## src/rtl/addroundkey_stage.sv

```systemverilog
// Registered AddRoundKey stage for the AES-256 datapath. It XORs each accepted beat with its
// round key and holds the result in a 2-entry skid buffer, tagged with the round number.
module addroundkey_stage #(
    parameter int NUM_ROUNDS = 14
) (
    input  logic         clk_i,
    input  logic         rst_i,
    input  logic [127:0] mix_state_i,
    input  logic [127:0] shift_state_i,
    input  logic [127:0] round_key_i,
    input  logic         in_valid_i,
    output logic         in_ready_o,
    input  logic         flush_i,
    output logic [127:0] out_state_o,
    output logic [3:0]   out_round_o,
    output logic         out_last_o,
    output logic         out_valid_o,
    input  logic         out_ready_i
);

    localparam logic [3:0] LAST_RND = 4'(NUM_ROUNDS);

    logic [1:0]   cnt;
    logic [3:0]   rnd;
    logic [127:0] head_state, tail_state;
    logic [3:0]   head_round, tail_round;
    logic         head_last, tail_last;

    logic         is_final;
    logic [127:0] new_state;
    logic         accept;
    logic         pop;

    // The final round skips MixColumns, so its key is added to the ShiftRows output instead.
    assign is_final  = (rnd == LAST_RND);
    assign new_state = (is_final ? shift_state_i : mix_state_i) ^ round_key_i;

    assign in_ready_o  = (cnt != 2'd2);
    assign out_valid_o = (cnt != 2'd0);
    assign accept      = in_valid_i && in_ready_o && !flush_i;
    assign pop         = out_valid_o && out_ready_i;

    assign out_state_o = head_state;
    assign out_round_o = head_round;
    assign out_last_o  = head_last;

    always_ff @(posedge clk_i or posedge rst_i) begin
        if (rst_i) begin
            rnd <= 4'd1;
        end else if (flush_i) begin
            rnd <= 4'd1;
        end else if (accept) begin
            rnd <= is_final ? 4'd1 : rnd + 4'd1;
        end
    end

    always_ff @(posedge clk_i or posedge rst_i) begin
        if (rst_i) begin
            cnt <= 2'd0;
        end else if (flush_i) begin
            cnt <= 2'd0;
        end else begin
            case ({accept, pop})
                2'b10:   cnt <= cnt + 2'd1;
                2'b01:   cnt <= cnt - 2'd1;
                default: cnt <= cnt;
            endcase
        end
    end

    // The head always holds the oldest entry; the tail is only occupied when cnt == 2.
    always_ff @(posedge clk_i or posedge rst_i) begin
        if (rst_i) begin
            head_state <= '0;
            head_round <= '0;
            head_last  <= 1'b0;
        end else if (pop && cnt == 2'd2) begin
            head_state <= tail_state;
            head_round <= tail_round;
            head_last  <= tail_last;
        end else if (accept && (cnt == 2'd0 || (pop && cnt == 2'd1))) begin
            head_state <= new_state;
            head_round <= rnd;
            head_last  <= is_final;
        end
    end

    always_ff @(posedge clk_i or posedge rst_i) begin
        if (rst_i) begin
            tail_state <= '0;
            tail_round <= '0;
            tail_last  <= 1'b0;
        end else if (accept && !pop && cnt == 2'd1) begin
            tail_state <= new_state;
            tail_round <= rnd;
            tail_last  <= is_final;
        end
    end

endmodule

```

## config.mk

```make
export PLATFORM = sky130hd
export DESIGN_NAME = addroundkey_stage
export DESIGN_NICKNAME = d
export VERILOG_FILES = /design/src/rtl/addroundkey_stage.sv
export SDC_FILE = /design/constraint.sdc
export NUM_CORES = 1
export LEC_CHECK = 0
export ABC_CLOCK_PERIOD_IN_PS = 17400
export BUFFER_PORTS_ARGS = -buffer_cell sky130_fd_sc_hd__buf_2
export CORE_AREA = 2 2 205 207
export CTS_CLUSTER_DIAMETER = 40
export DETAILED_ROUTE_END_ITERATION = 10
export DIE_AREA = 0 0 207 209
export HOLD_SLACK_MARGIN = 0.06
export SYNTH_ARGS = -nofsm -noshare
export SYNTH_HDL_FRONTEND = slang
export SYNTH_SLANG_ARGS = --single-unit
```

## constraint.sdc

```tcl
create_clock -name clk_i -period 17.4 [get_ports clk_i]
set_input_delay 0.87 -clock clk_i [delete_from_list [all_inputs] [get_ports clk_i]]
set_output_delay 0.87 -clock clk_i [all_outputs]
set_load 0.05 [all_outputs]
```

# Word level (Yosys, flattened, before mapping)
# Cells that the tools add are included.
dict set report totals {
  ff_bits 272
  in_bits 389
}
dict set report op_classes {
  addsub 3
  eq_ne 6
  muxes 12
  n_bitwise 1
  reduce_logical 16
}
# op count
set op_table {}
lappend op_table {{$mux 128} 3}
lappend op_table {{$xor 128x128->128} 1}
lappend op_table {{$mux 4} 5}
lappend op_table {{$logic_and 1x1->1} 8}
lappend op_table {{$reduce_bool 2->1} 3}
lappend op_table {{$add 4x1->4 const B} 1}
lappend op_table {{$eq 2x1->1 const B} 2}
lappend op_table {{$eq 2x2->1 const B} 2}
lappend op_table {{$eq 4x4->1 const B} 1}
lappend op_table {{$pmux 2 s2} 1}
lappend op_table {{$reduce_bool 3->1} 1}
lappend op_table {{$add 2x1->2 const B} 1}
lappend op_table {{$logic_not 1->1} 2}
lappend op_table {{$logic_not 2->1} 1}
lappend op_table {{$mux 1} 2}
lappend op_table {{$mux 2} 1}
lappend op_table {{$ne 2x2->1 const B} 1}
lappend op_table {{$sub 2x1->2 const B} 1}
lappend op_table {{$logic_or 1x1->1} 1}

# Longest topological paths before layout
dict set report logic_depth {
  depth_word 7
  ltp_mapped 9
}

# Worst setup path before layout
# OpenSTA, ideal clock, no wires.
dict set report synth_path {
  path_type {input port to flip-flop}
  startpoint {input flush_i}
  endpoint {register tail_state[100]}
  t_arrival_ns 2.163
  setup_slack_ns 15.112
  path_stages 6
  path_buffers 4
  cell_sequence {buf_2 > nand4b_1 > clkbuf_1 > buf_2 > buf_2 > mux2_2}
}
dict set report synth_via {
  elab_chain_len 4
}
# item line
set synth_rtl {}
lappend synth_rtl {{start, declared} 13} ;# input logic flush_i,
lappend synth_rtl {{$logic_not 1->1} 40} ;# assign accept = in_valid_i && in_ready_o && !flush_i;
lappend synth_rtl {{$logic_and 1x1->1} 40}
lappend synth_rtl {{$logic_and 1x1->1 (2 in series)} 93} ;# end else if (accept && !pop && cnt == 2'd1) begin
lappend synth_rtl {{end signal, assigned} 94} ;# tail_state <= new_state;
lappend synth_rtl {{end, declared} 25} ;# logic [127:0] head_state, tail_state;
# No other way between the ends.
# A chain may end at the register's enable or synchronous reset.

# Worst setup path in the final report
dict set report layout_path {
  startpoint {register cnt[0]}
  endpoint {register tail_state[42]}
}
dict set report layout_via {
  elab_chain_len 5
}
# item line
set layout_rtl {}
lappend layout_rtl {{start, declared} 23} ;# logic [1:0] cnt;
lappend layout_rtl {{start signal, assigned} 64} ;# 2'b10: cnt <= cnt + 2'd1;
lappend layout_rtl {{start signal, assigned} 65} ;# 2'b01: cnt <= cnt - 2'd1;
lappend layout_rtl {{start signal, assigned} 66} ;# default: cnt <= cnt;
lappend layout_rtl {{$ne 2x2->1 / $reduce_bool 2->1 (equally long branches)} {38, 39}}
lappend layout_rtl {{$logic_and 1x1->1, on equally long branches} {40, 41}}
lappend layout_rtl {{$logic_and 1x1->1 / $logic_not 1->1 (equally long branches)} {40, 93}}
lappend layout_rtl {{$logic_and 1x1->1} 93}
lappend layout_rtl {{$logic_and 1x1->1 *} 93}
# Every way passes the cells marked *; elsewhere a longest branch is shown, timed or not.

==> results.toml <==
[clock_network]
ctsResizeCount = 0
htree_num_levels = 2
cts_setup_buffers = 0
cts_buffers = 41
cts_sinks = 272
cts_tree = "done"
insertion_delay_ns = 0.53
cts_root_buf = "clkbuf_16"
clk_path_buf_depth = 3
ctsHoldBuffers = 0
clk_pin_slew_ns = 0.05

[die]
pin_count = 524
core_area_um2 = 41300
initial_utilization_pct = 32.9
num_rows = 75
dieArea_um2 = 43300
die_x_um = 207
die_y_um = 209

[timing]
worst_pin_slew_ns = 1.01
relSlewSlack_pct = 32.4
skew_ns = 0.0154
post-route-period-util_pct = 22.5
rsz0062_at_grt = "false"
hold_violations = 0
whs_ns = 0.487
tns_ns = 0
setup_viol = 0
layout_min_cycle_time_ns = 3.92
fmax_mhz = 255
drv_slew = 0

[worst_hold_path]
hold_depth = 2
hp-class = "flop to flop"

[critical_path]
cpPeakStageDelay_ns = 0.78
rr_startpoint = "cnt[0]"
worst_path_most_repeated_cell = "buf_4"
path_cells = "inv_1 > ha_4 > nor2b_1 > nand4b_1 > buf_4 > buf_4 > mux2_2"
start_kind = "flop"
r2r-end = "tail_state[42]"
cp.arrival_ns = 4.33
crit_slowest_cell = "buf_4"
cp-startpoint = "cnt[0]"
cp_max_fo = 68
endpoint_kind = "flop"
critPathRequiredTime_ns = 17.81
path_class = "flop to flop"
rrSetupSlack_ns = 13.48
critPathCapture = "tail_state[42]"
reg2reg_depth = 7

[synth]
synth_flop_cell = "dfrtp_1"
synth-simple-area-share_pct = 7.20
avgSynthCellArea_um2 = 12.7
synth_top_family_by_area = "multiplexers"
yosys.cell_count.top_type = "dfrtp_1"
synth_top_cell_area_share_pct = 49.9
synthAdderAreaFrac_pct = 0.460
yosysSeqAreaShare_pct = 50.1
synthArstFlopShare_pct = 100
yosys_warnings = 0
syn_nets = 1463
ys_seq_elements = 272
synthXorXnorAreaFrac_pct = 8.37
synthMuxAreaShare_pct = 20.3
synth-edff-count = 0
syn_area_um2 = 13600
synth_area_leaders = "dfrtp_1 50%, mux2_2 11%, a221o_1 9.5%"
synth_common_cells = "271 x dfrtp_1, 131 x mux2_2, 130 x xnor2_1"
synth.distinct_cells = 31
yosysTopAreaCell = "dfrtp_1"
syn_inst = 1069
synth-compound-area-share_pct = 10.1

[finish]
nFillCells = 3896
final_cells = 2126
fin_area_um2 = 17900
nets = 1953
synthToLayoutAreaGrowth_pct = 31.9
post-route-util_pct = 43.5
drive_above_1_share_pct = 46.9
num_antenna_cells = 0

[drt]
via_per_inst = 5.04
drc_errors = 0
drt_wl_total_um = 37800
ant_nets = 0
detail_route.iter0.violations = 486
vias = 10700
wl_per_cell_um = 17.8
dr.pass1.iters = 5

[place]
place_congestion = 0.829
hpwl_um = 25800
placed_cell_area_um2 = 16600
dp.cells = 2055
portBuffers = 523

[global_routing]
grt.busiest_layer = "met2"
grtUsageTotal_pct = 17.2
grt_pass1_vias = 11300
gr-usage-met3_pct = 4.06
grt.overflow.total = 0
globalRouteMet1Util_pct = 21.0
grt_pass1_wl_um = 60600
grt_start_max_net_pins = 126
antenna_found_initial = 1
use_met2_pct = 29.4

[status]
status = "finished, final reports clean"

[job]
maxCapViolCount = 0

[pwr]
leakagePower_nw = 8.68
power_density_nw_per_um2 = 182
vdd_drop_max_uv = 94.5
[state kept, by name, indices dropped and copies added (netlist names)]
signal	count
tail_round	4
out_state_o	128
tail_last	1
out_last_o	1
cnt	2
rnd	4
tail_state	128
out_round_o	4
[placed cells by master (no fill, tap or decap), types with 4 or more instances in the layout]
cell type	Yosys	routed
nor2_1	11	10
and3_1	129	128
inv_6	0	7
xnor2_1	130	130
buf_4	0	13
buf_2	26	523
dfrtp_1	271	271
bufinv_16	0	4
clkinv_2	0	7
clkbuf_16	0	41
a221o_1	129	129
nor3_1	4	4
nand2_1	7	7
mux2i_1	129	129
o21ai_0	4	4
mux2_2	131	131
inv_1	6	5
clkinvlp_4	0	4
ha_1	5	4
a21oi_1	4	4
[per-stage QoR]
step	power, mW	setup WS (ns)
floorplan	2.09	9.04
global placement	2.44	13.47
detailed placement	2.47	13.39
CTS	3.30	13.38
global route	3.44	13.13
finish	3.27	13.48
[metal layers]
| metal | up-vias | routed length [um] |
|---|---|---|
| met5 | - | 13 |
| li1 | 4980 | - |
| met2 | 366 | 18800 |
| met1 | 5301 | 15500 |
| met4 | 2 | 1100 |
| met3 | 67 | 2360 |
[worst min-delay path by stage]
stage,from,endpoint
6_report,tail_last,tail_last
5_1_grt,tail_state[87],tail_state[87]
4_1_cts,tail_last,tail_last
3_5_place_dp,tail_last,tail_last
3_3_place_gp,tail_last,tail_last
2_1_floorplan,tail_last,tail_last
[where the power goes]
group          internal (mW)  switching (mW)  leakage, nW  total, mW
sequential             0.930           0.147         3.37       1.08
combinational          0.461           0.915         4.65       1.38
clock                  0.509           0.305        0.663      0.814
total                   1.90            1.37         8.68       3.27
[cell type report]
cell class / count / area, um^2 / share of cell area, %
inverter: 6 / 30.0 / 0.167
tap: 539 / 674 / 3.76
multi-input combinational: 702 / 6360 / 35.4
clock buffer: 45 / 1070 / 5.97
clock inverter: 26 / 284 / 1.58
timing repair buffer: 536 / 2720 / 15.1
sequential: 272 / 6810 / 37.9
[worst max-delay path, delay by kind of cell (launching register included)]
family | cells | cell delay (ns)
buf+inv | 3 | 1.68
fa+ha+maj | 1 | 0.59
flops | 1 | 0.38
mux | 1 | 0.42
simple gates | 2 | 0.60
[kinds of logic (layout without fill, tap and decap cells)]
| kind of cell | count (synthesis) | in the layout |
|---|---|---|
| multiplexers | 260 | 260 |
| XOR/XNOR | 130 | 130 |
| buffers and inverters | 95 | 613 |
| AO/OA/AOI/OAI | 144 | 144 |
| AND/OR/NAND/NOR | 163 | 163 |
| flip-flops | 272 | 272 |
| adder cells (fa/ha/maj) | 5 | 5 |
Power figures use the tool's default switching activity.
